[src/rtl/mode_switch_controller_pkg.sv]
// Mode slot codes, state encodings and switch decode for mode_switch_controller.
// Shared by the controller, its debouncer and its interface.
`ifndef MODE_SWITCH_DEFINES
`define MODE_SWITCH_DEFINES
`define MODE_SIZE 3
`define SLOT1 3'd1
`define SLOT2 3'd2
`define SLOT3 3'd3
`define SLOT4 3'd4
`define SLOT5 3'd5
`define ST_RUN 3'd0
`define ST_DEBOUNCE 3'd1
`define ST_BLANK 3'd2
`define ST_RECONFIG 3'd3
`define ST_WAIT_DONE 3'd4
`define ST_WAIT_LOCK 3'd5
`endif

package mode_switch_controller_pkg;

  localparam int MODE_W = `MODE_SIZE;
  localparam int PINS = 5;

  typedef logic [MODE_W-1:0] mode_t;
  typedef logic [PINS-1:0] pins_t;

  localparam mode_t SLOT1 = `SLOT1;
  localparam mode_t SLOT2 = `SLOT2;
  localparam mode_t SLOT3 = `SLOT3;
  localparam mode_t SLOT4 = `SLOT4;
  localparam mode_t SLOT5 = `SLOT5;

  typedef enum logic [2:0] {
    S_RUN       = `ST_RUN,
    S_DEBOUNCE  = `ST_DEBOUNCE,
    S_BLANK     = `ST_BLANK,
    S_RECONFIG  = `ST_RECONFIG,
    S_WAIT_DONE = `ST_WAIT_DONE,
    S_WAIT_LOCK = `ST_WAIT_LOCK
  } state_t;

  typedef struct packed {
    logic  valid;
    mode_t mode;
  } decode_t;

  // Each slot accepts its one-hot pattern or its bitwise inverse.
  function automatic decode_t decode(input pins_t p);
    decode_t d;
    d.valid = 1'b1;
    d.mode  = SLOT1;
    case (p)
      5'b00001, 5'b11110: d.mode = SLOT1;
      5'b00010, 5'b11101: d.mode = SLOT2;
      5'b00100, 5'b11011: d.mode = SLOT3;
      5'b01000, 5'b10111: d.mode = SLOT4;
      5'b10000, 5'b01111: d.mode = SLOT5;
      default:            d.valid = 1'b0;
    endcase
    return d;
  endfunction

endpackage

[src/rtl/mode_switch_controller_if.sv]
// Switch, PLL-handshake and video-control signals of mode_switch_controller.
// slave is the controller side, master is the environment side.
interface mode_switch_controller_if;
  import mode_switch_controller_pkg::*;

  pins_t config_in;
  logic  reconfig_done;
  logic  pll_locked;
  mode_t mode_data;
  logic  reconfig_start;
  logic  video_enable;
  logic  config_changed;
  logic  busy;
  logic  lock_error;

  modport master (
    output config_in,
    output reconfig_done,
    output pll_locked,
    input  mode_data,
    input  reconfig_start,
    input  video_enable,
    input  config_changed,
    input  busy,
    input  lock_error
  );

  modport slave (
    input  config_in,
    input  reconfig_done,
    input  pll_locked,
    output mode_data,
    output reconfig_start,
    output video_enable,
    output config_changed,
    output busy,
    output lock_error
  );

endinterface

[src/rtl/mode_switch_debouncer.sv]
// Synchronises switch pins and PLL lock, decodes the pins and
// reports when a candidate pattern has held for DEBOUNCE_CYCLES.
module mode_switch_debouncer
  import mode_switch_controller_pkg::*;
#(
  parameter int DEBOUNCE_CYCLES = 65536
) (
  input  logic    clock,
  input  logic    reset,
  input  pins_t   pins,
  input  logic    lock_raw,
  input  logic    restart,
  output logic    locked,
  output decode_t live,
  output logic    settled,
  output logic    stable_valid,
  output mode_t   stable_mode
);

  localparam int CW = $clog2(DEBOUNCE_CYCLES) + 1;
  localparam logic [CW-1:0] LAST = CW'(DEBOUNCE_CYCLES - 1);

  pins_t         pins_meta;
  pins_t         pins_sync;
  pins_t         cand;
  logic          lock_meta;
  logic          lock_sync;
  logic [CW-1:0] count;
  decode_t       cand_dec;

  always_ff @(posedge clock) begin
    if (reset) begin
      pins_meta <= '0;
      pins_sync <= '0;
      lock_meta <= 1'b0;
      lock_sync <= 1'b0;
      cand      <= '0;
      count     <= '0;
    end else begin
      pins_meta <= pins;
      pins_sync <= pins_meta;
      lock_meta <= lock_raw;
      lock_sync <= lock_meta;
      // Any pattern change restarts the stability window.
      if (restart || pins_sync != cand) begin
        cand  <= pins_sync;
        count <= '0;
      end else if (count != LAST) begin
        count <= count + 1'b1;
      end
    end
  end

  assign live         = decode(pins_sync);
  assign cand_dec     = decode(cand);
  assign settled      = (count == LAST) && (pins_sync == cand);
  assign stable_valid = settled && cand_dec.valid;
  assign stable_mode  = cand_dec.mode;
  assign locked       = lock_sync;

endmodule

[src/rtl/mode_switch_controller.sv]
// Sequences a video mode change: debounce, blank, PLL reconfig, lock.
// MODE_SWITCH_LOCK_TIMEOUT_EN enables the lock timeout retry and lock_error.
module mode_switch_controller
  import mode_switch_controller_pkg::*;
#(
  parameter int DEBOUNCE_CYCLES = 65536,
  parameter int BLANK_CYCLES    = 1024,
  parameter int LOCK_TIMEOUT    = 1048576
) (
  input  logic                     clock,
  input  logic                     reset,
  mode_switch_controller_if.slave  bus
);

`ifdef MODE_SWITCH_LOCK_TIMEOUT_EN
  localparam bit TIMEOUT_EN = 1'b1;
`else
  localparam bit TIMEOUT_EN = 1'b0;
`endif

  localparam int TMAX =
    (BLANK_CYCLES > LOCK_TIMEOUT) ? BLANK_CYCLES : LOCK_TIMEOUT;
  localparam int TW = $clog2(TMAX) + 1;
  localparam logic [TW-1:0] BLANK_LAST = TW'(BLANK_CYCLES - 1);
  localparam logic [TW-1:0] TIMEOUT_LAST = TW'(LOCK_TIMEOUT - 1);

  state_t        state;
  state_t        state_next;
  mode_t         mode_q;
  mode_t         target;
  logic          force_apply;
  logic          from_run;
  logic [TW-1:0] timer;

  logic    restart;
  logic    capture;
  logic    changed;
  logic    expired;
  logic    waiting;
  logic    count_en;
  logic    timer_keep;
  logic    locked;
  decode_t live;
  logic    settled;
  logic    stable_valid;
  mode_t   stable_mode;

  mode_switch_debouncer #(
    .DEBOUNCE_CYCLES(DEBOUNCE_CYCLES)
  ) u_debounce (
    .clock       (clock),
    .reset       (reset),
    .pins        (bus.config_in),
    .lock_raw    (bus.pll_locked),
    .restart     (restart),
    .locked      (locked),
    .live        (live),
    .settled     (settled),
    .stable_valid(stable_valid),
    .stable_mode (stable_mode)
  );

  assign waiting  = (state == S_WAIT_DONE) || (state == S_WAIT_LOCK);
  assign expired  = TIMEOUT_EN && waiting && (timer == TIMEOUT_LAST);
  assign count_en = (state == S_BLANK) || (TIMEOUT_EN && waiting);

  // The timeout spans both wait states, so that hop keeps the count.
  assign timer_keep = (state_next == state) ||
    ((state == S_WAIT_DONE) && (state_next == S_WAIT_LOCK));

  always_comb begin
    state_next = state;
    restart    = 1'b0;
    capture    = 1'b0;
    changed    = 1'b0;
    unique case (state)
      S_RUN: begin
        if (live.valid && live.mode != mode_q) begin
          restart    = 1'b1;
          state_next = S_DEBOUNCE;
        end
      end
      S_DEBOUNCE: begin
        if (settled) begin
          if (stable_valid &&
              (stable_mode != mode_q || force_apply)) begin
            capture    = 1'b1;
            state_next = S_BLANK;
          end else begin
            state_next = S_RUN;
          end
        end
      end
      S_BLANK: begin
        if (timer == BLANK_LAST) state_next = S_RECONFIG;
      end
      S_RECONFIG: begin
        state_next = S_WAIT_DONE;
      end
      S_WAIT_DONE: begin
        if (bus.reconfig_done) state_next = S_WAIT_LOCK;
        else if (expired)      state_next = S_RECONFIG;
      end
      S_WAIT_LOCK: begin
        if (locked) begin
          changed    = 1'b1;
          state_next = S_RUN;
        end else if (expired) begin
          state_next = S_RECONFIG;
        end
      end
      default: begin
        state_next = S_DEBOUNCE;
      end
    endcase
  end

  always_ff @(posedge clock) begin
    if (reset) begin
      state       <= S_DEBOUNCE;
      mode_q      <= SLOT1;
      target      <= SLOT1;
      force_apply <= 1'b1;
      from_run    <= 1'b0;
      timer       <= '0;
    end else begin
      state <= state_next;
      if (capture) target <= stable_mode;
      if (state == S_RECONFIG) mode_q <= target;
      if (changed) force_apply <= 1'b0;
      // Video keeps running while a change from RUN is debounced.
      if (state == S_RUN) from_run <= 1'b1;
      else if (state == S_BLANK) from_run <= 1'b0;
      if (!timer_keep) timer <= '0;
      else if (count_en) timer <= timer + 1'b1;
    end
  end

`ifdef MODE_SWITCH_LOCK_TIMEOUT_EN
  logic lock_error_q;
  logic retry;

  assign retry = waiting && (state_next == S_RECONFIG);

  always_ff @(posedge clock) begin
    if (reset) lock_error_q <= 1'b0;
    else if (retry) lock_error_q <= 1'b1;
  end

  assign bus.lock_error = lock_error_q;
`else
  assign bus.lock_error = 1'b0;
`endif

  assign bus.mode_data      = mode_q;
  assign bus.reconfig_start = (state == S_RECONFIG);
  assign bus.config_changed = changed;
  assign bus.busy           = (state != S_RUN);
  assign bus.video_enable   = (state == S_RUN) ||
    ((state == S_DEBOUNCE) && from_run);

endmodule

[src/flat_wrapper.sv]
// flat-port wrapper written by rule: the top's interface ports become plain ports
module mode_switch_controller_flat import mode_switch_controller_pkg::*;
#(
  parameter int DEBOUNCE_CYCLES = 65536,
  parameter int BLANK_CYCLES    = 1024,
  parameter int LOCK_TIMEOUT    = 1048576
)
  (clock, reset, bus_config_in, bus_reconfig_done, bus_pll_locked, bus_mode_data, bus_reconfig_start, bus_video_enable, bus_config_changed, bus_busy, bus_lock_error);
  mode_switch_controller_if bus_i ();
  input  logic clock;
  input  logic reset;
  input wire logic [$bits(bus_i.config_in)-1:0] bus_config_in;
  input wire logic [$bits(bus_i.reconfig_done)-1:0] bus_reconfig_done;
  input wire logic [$bits(bus_i.pll_locked)-1:0] bus_pll_locked;
  output wire logic [$bits(bus_i.mode_data)-1:0] bus_mode_data;
  output wire logic [$bits(bus_i.reconfig_start)-1:0] bus_reconfig_start;
  output wire logic [$bits(bus_i.video_enable)-1:0] bus_video_enable;
  output wire logic [$bits(bus_i.config_changed)-1:0] bus_config_changed;
  output wire logic [$bits(bus_i.busy)-1:0] bus_busy;
  output wire logic [$bits(bus_i.lock_error)-1:0] bus_lock_error;
  assign bus_i.config_in = bus_config_in;
  assign bus_i.reconfig_done = bus_reconfig_done;
  assign bus_i.pll_locked = bus_pll_locked;
  assign bus_mode_data = bus_i.mode_data;
  assign bus_reconfig_start = bus_i.reconfig_start;
  assign bus_video_enable = bus_i.video_enable;
  assign bus_config_changed = bus_i.config_changed;
  assign bus_busy = bus_i.busy;
  assign bus_lock_error = bus_i.lock_error;
  mode_switch_controller #(.DEBOUNCE_CYCLES(DEBOUNCE_CYCLES), .BLANK_CYCLES(BLANK_CYCLES), .LOCK_TIMEOUT(LOCK_TIMEOUT)) u_core (.clock(clock), .reset(reset), .bus(bus_i));
endmodule
[config.mk]
export PLATFORM = sky130hd
export DESIGN_NAME = mode_switch_controller_flat
export DESIGN_NICKNAME = d
export VERILOG_FILES = /design/src/rtl/mode_switch_controller_pkg.sv /design/src/rtl/mode_switch_controller_if.sv /design/src/rtl/mode_switch_debouncer.sv /design/src/rtl/mode_switch_controller.sv /design/src/flat_wrapper.sv
export SDC_FILE = /design/constraint.sdc
export NUM_CORES = 1
export LEC_CHECK = 0
export CAP_MARGIN = 20
export CORE_MARGIN = 4
export CORE_UTILIZATION = 50
export DETAILED_ROUTE_END_ITERATION = 16
export PLACE_DENSITY = 0.68
export SLEW_MARGIN = 20
export SYNTH_ARGS = -nofsm -noshare
export SYNTH_HDL_FRONTEND = slang
export SYNTH_SLANG_ARGS = --single-unit
[constraint.sdc]
create_clock -name clock -period 4.8 [get_ports clock]
set_input_delay 0.72 -clock clock [delete_from_list [all_inputs] [get_ports clock]]
set_output_delay 0.72 -clock clock [all_outputs]
set_load 0.005 [all_outputs]
# Word-level counts from Yosys, hierarchy flattened
# Index checks and enable logic that the tools add are counted.
word_totals:
  mem_bits_ro: 0
  ff_bits: 66
  output_inout_bits: 8
  wordCells: 94
  ramBits: 0
  n_memories: 0
  latch_bits: 0
op_classes:
  n_eq_ne: 34
  addsub: 2
  order_cmp: 0
  div_mod_pow: 0
  n_mul: 0
  shifts: 0
  reduce_logical: 25
  n_bitwise: 1
  mux: 20
ops:
  columns: ["op", "n"]
  rows:
  - ["5-bit == test (second input constant)", 10]
  - ["3-bit one-hot mux with 4 select lines", 2]
  - ["21-bit by 1-bit adder with 21-bit output (second input constant)", 1]
  - ["21-bit by 10-bit == test with 1-bit output (second input constant)", 1]
  - ["5-bit by 4-bit == test with 1-bit output (second input constant)", 4]
  - ["10-bit OR reduction", 2]
  - ["2-bit OR reduction", 10]
  - ["3-bit one-hot mux with 6 select lines", 1]
  - ["17-bit by 1-bit adder with 17-bit output (second input constant)", 1]
  - ["17-bit by 16-bit == test with 1-bit output (second input constant)", 1]
  - ["17-bit by 16-bit != test with 1-bit output (second input constant)", 1]
  - ["3-bit 2-to-1 mux", 5]
  - ["1-bit 2-to-1 mux", 11]
  - ["5-bit by 1-bit == test with 1-bit output (second input constant)", 2]
  - ["5-bit by 2-bit == test with 1-bit output (second input constant)", 2]
  - ["5-bit by 3-bit == test with 1-bit output (second input constant)", 2]
  - ["3-bit == test (second input constant)", 3]
  - ["3-bit by 2-bit == test with 1-bit output (second input constant)", 2]
  - ["1-bit logical AND", 6]
  - ["3-bit != test", 2]
  - ["5-bit == test", 1]
  - ["5-bit != test", 1]
  - ["1-bit logical OR", 4]
  - ["3-bit by 1-bit == test with 1-bit output (second input constant)", 1]
  - ["other kinds (6)", 6]

# Depth between registers and ports, before layout
# Gate-level depths: netlist (run 1).
depth:
  depth_word: 14
  ltp_mapped: 13

# By module
# From an unflattened synthesis (run 1), not the netlist that was laid out.
unflattened:
  hier_cells: 385
  area_unflattened_um2: 3338.2
by_module_without_submodules:
  columns: ["module", "cells_per_inst", "area_per_inst_um2", "seq_area_each_um2", "instances"]
  rows:
  - ["mode_switch_controller", 189, 1706.6, 640.6, 1]
  - ["mode_switch_debouncer", 196, 1631.6, 680.7, 1]

# Least setup slack after synthesis (run 1)
# OpenSTA, ideal clock, no wires.
synth_timing:
  path_type: "reg-to-reg"
  start: "register u_core.u_debounce.count[6]"
  end: "register u_core.timer[14]"
  slack_ns: 2.267
  arrival_ns: 2.418
  stages_incl_launch_ff: 12
  cell_sequence: "dfxtp_1 -> and3_1 -> and3_1 -> and4_1 -> nand2_1 -> nor3_1 -> ha_1 -> clkbuf_1 -> a2111oi_0 -> o311ai_2 -> buf_6 -> nor2_2"
synth_via:
  elab_chain_cells: 12
  word_cells_on_any_way: 13
  cone_classes: "eq/ne (3); mux (3); bitwise (1); reduce/logical (6)"
synth_lines:
  columns: ["element", "line", "source"]
  rows:
  - ["start: declaration", "mode_switch_debouncer.sv:28", "logic [CW-1:0] count;"]
  - ["start signal: assignment", "mode_switch_debouncer.sv:49", "count <= count + 1'b1;"]
  - ["17-bit by 16-bit == test with 1-bit output *", "mode_switch_debouncer.sv:56", "assign settled = (count == LAST) && (pins_sync == cand);"]
  - ["1-bit logical AND *", "mode_switch_debouncer.sv:56", null]
  - ["1-bit logical AND", "mode_switch_debouncer.sv:57", "assign stable_valid = settled && cand_dec.valid;"]
  - ["1-bit logical AND", "mode_switch_controller.sv:85", "if (stable_valid &&"]
  - ["2-bit 2-to-1 mux", "mode_switch_controller.sv:85", null]
  - ["3-bit 2-to-1 mux *", "mode_switch_controller.sv:84", "if (settled) begin"]
  - ["3-bit one-hot mux with 6 select lines *", "mode_switch_controller.sv:76", "unique case (state)"]
  - ["3-bit == test", "mode_switch_controller.sv:69", "((state == S_WAIT_DONE) && (state_next == S_WAIT_LOCK));"]
  - ["1-bit logical AND", "mode_switch_controller.sv:69", null]
  - ["1-bit logical OR *", "mode_switch_controller.sv:68", "assign timer_keep = (state_next == state) ||"]
  - ["1-bit NOT (no source line) *", null, null]
  - ["2-bit OR reduction (no source line) *", null, null]
  - ["end signal: assignment", "mode_switch_controller.sv:135", "else if (count_en) timer <= timer + 1'b1;"]
  - ["end: declaration", "mode_switch_controller.sv:33", "logic [TW-1:0] timer;"]
# Every way passes the cells marked *; elsewhere a longest branch is shown, timed or not.
# A chain may end at the register's enable or synchronous reset.

# Final worst setup path (run 1)
layout_timing:
  start: "input reset"
  end: "register u_core.timer[15]"
layout_via:
  elab_chain_cells: 1
layout_lines:
  columns: ["element", "line", "source"]
  rows:
  - ["start: declaration", "flat_wrapper.sv:11", "input logic reset;"]
  - ["2-bit OR reduction (no source line)", null, null]
# No other way between the ends.

==> results of run 1 <==
state kept, by name, summed over array words and instances (netlist names):
signal,count
u_core.u_debounce.lock_meta,1
u_core.target,3
u_core.u_debounce.count,17
u_core.state,3
u_core.u_debounce.pins_meta,5
u_core.timer,21
u_core.u_debounce.pins_sync,5
u_core.u_debounce.locked,1
u_core.force_apply,1
u_core.u_debounce.cand,5
u_core.from_run,1
u_core.bus.mode_data,3
metrics by stage:
stage	cell area (sq um)	setup WS (ps)	power [W]
after detailed placement	3400	1620	0.000635
final	3670	1960	0.00124
after global placement	3400	1690	0.000634
after CTS	3670	1940	0.00125
after global routing	3670	1710	0.00128
after floorplan	3280	2270	0.000623
report_power, final:
group	switching, W	total [W]	internal (W)
sequential	0.0000113	0.000566	0.000554
clock	0.000214	0.000615	0.000400
combinational	0.0000300	0.0000565	0.0000265
total	0.000256	0.00124	0.000981
cells in the mapped netlist (all sizes together) (8+ instances only):
master / count / area [sq um]
nand3: 27 / 140
xnor2: 23 / 201
nor2b: 18 / 113
nor2: 52 / 245
xor2: 29 / 254
buf: 18 / 121
a21oi: 11 / 62.6
dfxtp: 66 / 1320
nand2: 22 / 85.1
nand4: 11 / 68.8
or3: 9 / 56.3
and3: 8 / 50.1
inv: 9 / 33.8
kinds of logic after synthesis:
| family | count (synthesis) | share of synthesized area [%] |
|---|---|---|
| flops | 66 | 40.3 |
| compound gates | 34 | 8.04 |
| mux | 6 | 1.83 |
| simple gates | 175 | 29.3 |
| xor+xnor | 52 | 13.9 |
| other cells | 1 | 0.114 |
| fa+ha+maj | 3 | 1.14 |
| buf+inv | 33 | 5.41 |
critical path: cells and delay by family:
family | cells | cell delay, ps
AND/OR/NAND/NOR | 1 | 140
AO/OA/AOI/OAI | 2 | 1080
buffers and inverters | 2 | 1180
area by class of cell:
cell class / count / area, sq um / share of cell area [%]
Timing Repair Buffer: 16 / 158 / 4.30
Clock buffer: 10 / 128 / 3.48
Tap cell: 77 / 96.3 / 2.63
Inverter: 9 / 33.8 / 0.921
Sequential cell: 66 / 1320 / 36.0
Clock inverter: 6 / 138 / 3.75
Multi-Input combinational cell: 271 / 1790 / 48.9
per-layer routing:
layer | part of all wire [%] | vias up | GRT usage, %
met1 | 52 | 1122 | 22.9
met2 | 43 | 30 | 26.0
met5 | 0 | - | 0
li1 | - | 1266 | -
met4 | 1.6 | 0 | 7.04
met3 | 3.3 | 8 | 5.81
path summary, 6_finish.rpt:
check,end,depth (start not counted)
worst max-delay path,u_core.timer[15],5
worst min-delay path,u_core.u_debounce.pins_sync[0],1
worst max register to register,u_core.timer[20],10
worst min register to register,u_core.u_debounce.pins_sync[0],1
==> results_dict.tcl, run 1 <==
set metrics [dict create \
    cts_htree_levels 3 \
    r2r_setup_slack_ps 1970 \
    fill_cells 550 \
    timing.hold.ws_ps 442 \
    initial_drt_markers 110 \
    place.detailed.hpwl_microns 4020 \
    hold_start "u_core.u_debounce.pins_meta[0]" \
    worstMarginPinSlew_ps 969 \
    area_growth_pct 11.7 \
    finalCriticalPeriod_ps 2840 \
    min_period_over_period_pct 59.2 \
    ant_nets 0 \
    async_flop_share_pct 0 \
    gp_routability_congestion 0.762 \
    cts_root_buffer "sky130_fd_sc_hd__clkbuf_8" \
    clk-insertion-delay-late_ps 350 \
    wl_per_cell_microns 13.2 \
    fin_worst_skew_ps 7.70 \
    tritoncts "built" \
    post_synth_instance_area_sq_um 3280 \
    per_cell_via_count_in_the_routed_design 5.33 \
    number_of_antenna_violations_at_the_first_check_in_global_routing 0 \
    path_cells "clkdlybuf4s50_1 > a2111oi_0 > o311ai_4 > buf_4 > nor2_2" \
    max_clock_freq_ghz 0.352 \
    layout_commonest_cell "sky130_fd_sc_hd__dfxtp_1" \
    netlist_instances 370 \
    setup_viol 0 \
    cp-startpoint "reset" \
    drive_gt1_share_pct 12.7 \
    power_density_normalized_to_cell_area_nw_per_um2 337 \
    ir_worst_vdd_mv 0.315 \
    worstPathMaxFanout 27 \
    synthesis.nets 382 \
    grt_setup_unrepaired "no" \
    grt_pass1_wl_microns 10500 \
    grt_start_max_net_pins 28 \
    dr_total_vias 2426 \
    area_of_the_die_sq_um 7920 \
    diodes 0 \
    yosysUniqueCellTypes 54 \
    max_cap_viol_count 0 \
    regToRegStartpoint "u_core.u_debounce.count[6]" \
    die_y_extent_microns 89.0 \
    die_w_microns 89.0 \
    critPathMaxStageDelay_ps 940 \
    hold_violations 0 \
    hold_bufs_inserted_after_cts 0 \
    start_kind "input port" \
    timing.hold.worst.class "reg2reg" \
    core.rowCount 29 \
    synth.yosys.seq_area_share_pct 40.3 \
    max-clock-path-buffers 2 \
    yosys_register_bits 66 \
    grtUsageTotal_pct 17.3 \
    detailedRoute.firstPassIterationCount 4 \
    critPathCaptureType "register" \
    number_of_top_level_pins 17 \
    globalRoute.totalOverflow 0 \
    post_cts.resized_instances 0 \
    postLayoutCoreUtil_pct 57.8 \
    yosysWarningCount 0 \
    grt_pass1_vias 2226 \
    place.detailed.instances 439 \
    most-common-layout-cells "sky130_fd_sc_hd__dfxtp_1 (66), sky130_fd_sc_hd__nor2_1 (32), sky130_fd_sc_hd__xor2_1 (29)" \
    cts_made_buffers 9 \
    drc_errors 0 \
    core-area_sq_um 6350 \
    pleak_nw 1.34 \
    number_of_enable_flip_flop_cells_after_synthesis 0 \
    fin_nets 385 \
    cpMaxStageDelayCell "sky130_fd_sc_hd__a2111oi_0" \
    max_slew_margin_pct 35.2 \
    post_synth.cell_area_avg_sq_um 8.87 \
    cp.required_ps 5090 \
    cts.sinks 66 \
    numPortBuffers 15 \
    final_cell_count_no_fill 455 \
    outcome "finished clean" \
    timing.critical_path.arrival_ps 3130 \
    finalWirelength_microns 6000 \
    criticalPathCategory "in2reg" \
    timing_max_transition_violations_final 0 \
    tns_ps 0 \
    synth_flop_cell "sky130_fd_sc_hd__dfxtp_1" \
    cts.repair_timing.setup_buffer_count 0 \
    worst_setup_hold_path_clk_slew_ps 70 \
    initial_cell_density_of_the_core_pct 51.7 \
]
No activity file was read; power rests on OpenSTA's default activity.
==> run 2: changes to the inputs <==
PLACE_DENSITY = 0.71   (was 0.68)
clock period = 2.5 ns   (was 4.8 ns; I/O delays follow)
==> results_dict.tcl, run 2 (same netlist as run 1, synthesis figures left out) <==
set metrics [dict create \
    core.rowCount 29 \
    fin_worst_skew_ps 8.92 \
    ir_worst_vdd_mv 0.326 \
    grtUsageTotal_pct 17.0 \
    worstPathMaxFanout 5 \
    ant_nets 0 \
    number_of_antenna_violations_at_the_first_check_in_global_routing 0 \
    hold_bufs_inserted_after_cts 0 \
    finalCriticalPeriod_ps 2330 \
    detailedRoute.firstPassIterationCount 4 \
    tns_ps 0 \
    critical_path.most_common_cell "sky130_fd_sc_hd__and3_4" \
    globalRoute.totalOverflow 0 \
    place.detailed.hpwl_microns 4200 \
    critPathMaxStageDelay_ps 360 \
    number_of_top_level_pins 17 \
    area_of_the_die_sq_um 7920 \
    grt_pass1_wl_microns 10600 \
    total_power_w 0.00210 \
    cts.repair_timing.setup_buffer_count 0 \
    worst_setup_hold_path_clk_slew_ps 70 \
    max_clock_freq_ghz 0.428 \
    core-area_sq_um 6350 \
    die_w_microns 89.0 \
    most-common-layout-cells "sky130_fd_sc_hd__dfxtp_1 (65), sky130_fd_sc_hd__nor2_1 (32), sky130_fd_sc_hd__xor2_1 (29)" \
    biggestRegsByFlops "u_core.timer x21, u_core.u_debounce.count x17" \
    cpMaxStageDelayCell "sky130_fd_sc_hd__dfxtp_1" \
    clk-insertion-delay-late_ps 340 \
    cts.sinks 66 \
    area_growth_pct 11.9 \
    worstMarginPinSlew_ps 571 \
    gp_routability_congestion 0.771 \
    max-clock-path-buffers 2 \
    start_kind "register" \
    die_y_extent_microns 89.0 \
    dr_total_vias 2481 \
    timing.hold.worst.class "reg2reg" \
    criticalPathCategory "reg2reg" \
    finalWirelength_microns 5990 \
    initial_drt_markers 121 \
    pleak_nw 1.34 \
    per_cell_via_count_in_the_routed_design 5.39 \
    cts_root_buffer "sky130_fd_sc_hd__clkbuf_8" \
    fin_nets 390 \
    critPathCaptureType "register" \
    initial_cell_density_of_the_core_pct 51.7 \
    outcome "finished clean" \
    diodes 0 \
    min_period_over_period_pct 93.4 \
    path_cells "and3_4 > and3_4 > and4_4 > nand2_1 > nor3_2 > ha_2 > buf_4 > nand4_1 > o211a_1 > a31o_1" \
    grt_pass1_vias 2331 \
    timing_max_transition_violations_final 0 \
    wl_per_cell_microns 13.0 \
    power_density_normalized_to_cell_area_nw_per_um2 571 \
    largest_reg_flops 21 \
    grt_setup_unrepaired "no" \
    tritoncts "built" \
    place.detailed.instances 444 \
    max_slew_margin_pct 61.8 \
    final_cell_count_no_fill 460 \
    postLayoutCoreUtil_pct 57.8 \
    cts_made_buffers 9 \
    layout_commonest_cell "sky130_fd_sc_hd__dfxtp_1" \
    top_register "u_core.timer" \
    max_cap_viol_count 0 \
    cp.required_ps 2730 \
    fill_cells 556 \
    timing.hold.ws_ps 434 \
    drive_gt1_share_pct 14.9 \
    critical_path.n_buffers_inverters 1 \
    timing.critical_path.arrival_ps 2560 \
    grt_start_max_net_pins 27 \
    numPortBuffers 15 \
    path_delay_family "simple AND/OR/NAND/NOR gates" \
    drc_errors 0 \
    hold_violations 0 \
    cts_htree_levels 3 \
    setup_viol 0 \
]
run 2: what timing repair did:
item / CTS / global route
endpoints found under the setup margin: 21 / 33
resized for setup: 1 / 6
pin swaps: 0 / 1
gates cloned: 0 / 0
run 2: final timing paths:
| kind | startpoint | endpoint | slack (ps) | cells past startpoint |
|---|---|---|---|---|
| setup / recovery | u_core.u_debounce.count[7] | u_core.target[2] | 170 | 10 |
| setup reg to reg | u_core.u_debounce.count[7] | u_core.target[2] | 170 | 10 |
| hold reg to reg | u_core.u_debounce.lock_meta | u_core.u_debounce.locked | 430 | 1 |
| hold / removal | u_core.u_debounce.lock_meta | u_core.u_debounce.locked | 430 | 1 |
run 2: layout make-up:
cell class	count	area, sq um	area share, %
Multi-Input combinational cell	271	1810	49.4
Tap cell	77	96.3	2.62
Clock inverter	2	35.0	0.954
Timing Repair Buffer	21	208	5.66
Inverter	9	33.8	0.920
Sequential cell	66	1320	36.0
Clock buffer	14	163	4.43
run 2: routing by layer:
metal	part of all wire [%]	GRT usage, %	up-vias
met5	0	0	-
met4	1.2	6.50	0
met1	49	22.2	1160
met2	46	26.5	37
li1	-	-	1276
met3	4.3	5.16	8
run 2: power by group:
group | switching (W) | leakage, nW | internal, W
Combinational | 0.0000606 | 0.702 | 0.0000573
Sequential | 0.0000210 | 0.535 | 0.00106
Clock | 0.000378 | 0.101 | 0.000515
Total | 0.000460 | 1.34 | 0.00164
run 2: metrics by stage:
step	setup slack (ps)	cell area, sq um
after floorplan	116	3280
after global placement	20.0	3450
after detailed placement	-45.5	3450
after CTS	41.2	3650
after global routing	13.2	3670
final	165	3670
run 2: worst register-to-register path, cell delays in order, from the launching register on:
cell                      delay [ps]
sky130_fd_sc_hd__dfxtp_1         360
sky130_fd_sc_hd__and3_4          200
sky130_fd_sc_hd__and3_4          200
sky130_fd_sc_hd__and4_4          240
sky130_fd_sc_hd__nand2_1          70
sky130_fd_sc_hd__nor3_2          180
sky130_fd_sc_hd__ha_2            240
sky130_fd_sc_hd__buf_4           140
sky130_fd_sc_hd__nand4_1         150
sky130_fd_sc_hd__o211a_1         270
sky130_fd_sc_hd__a31o_1          170
==> run 3: changes to the inputs <==
GPL_ROUTABILITY_DRIVEN = 1   (was default)
==> results of run 3 <==
Same layout as run 2: the final DEF is identical, and so are final timing and power.
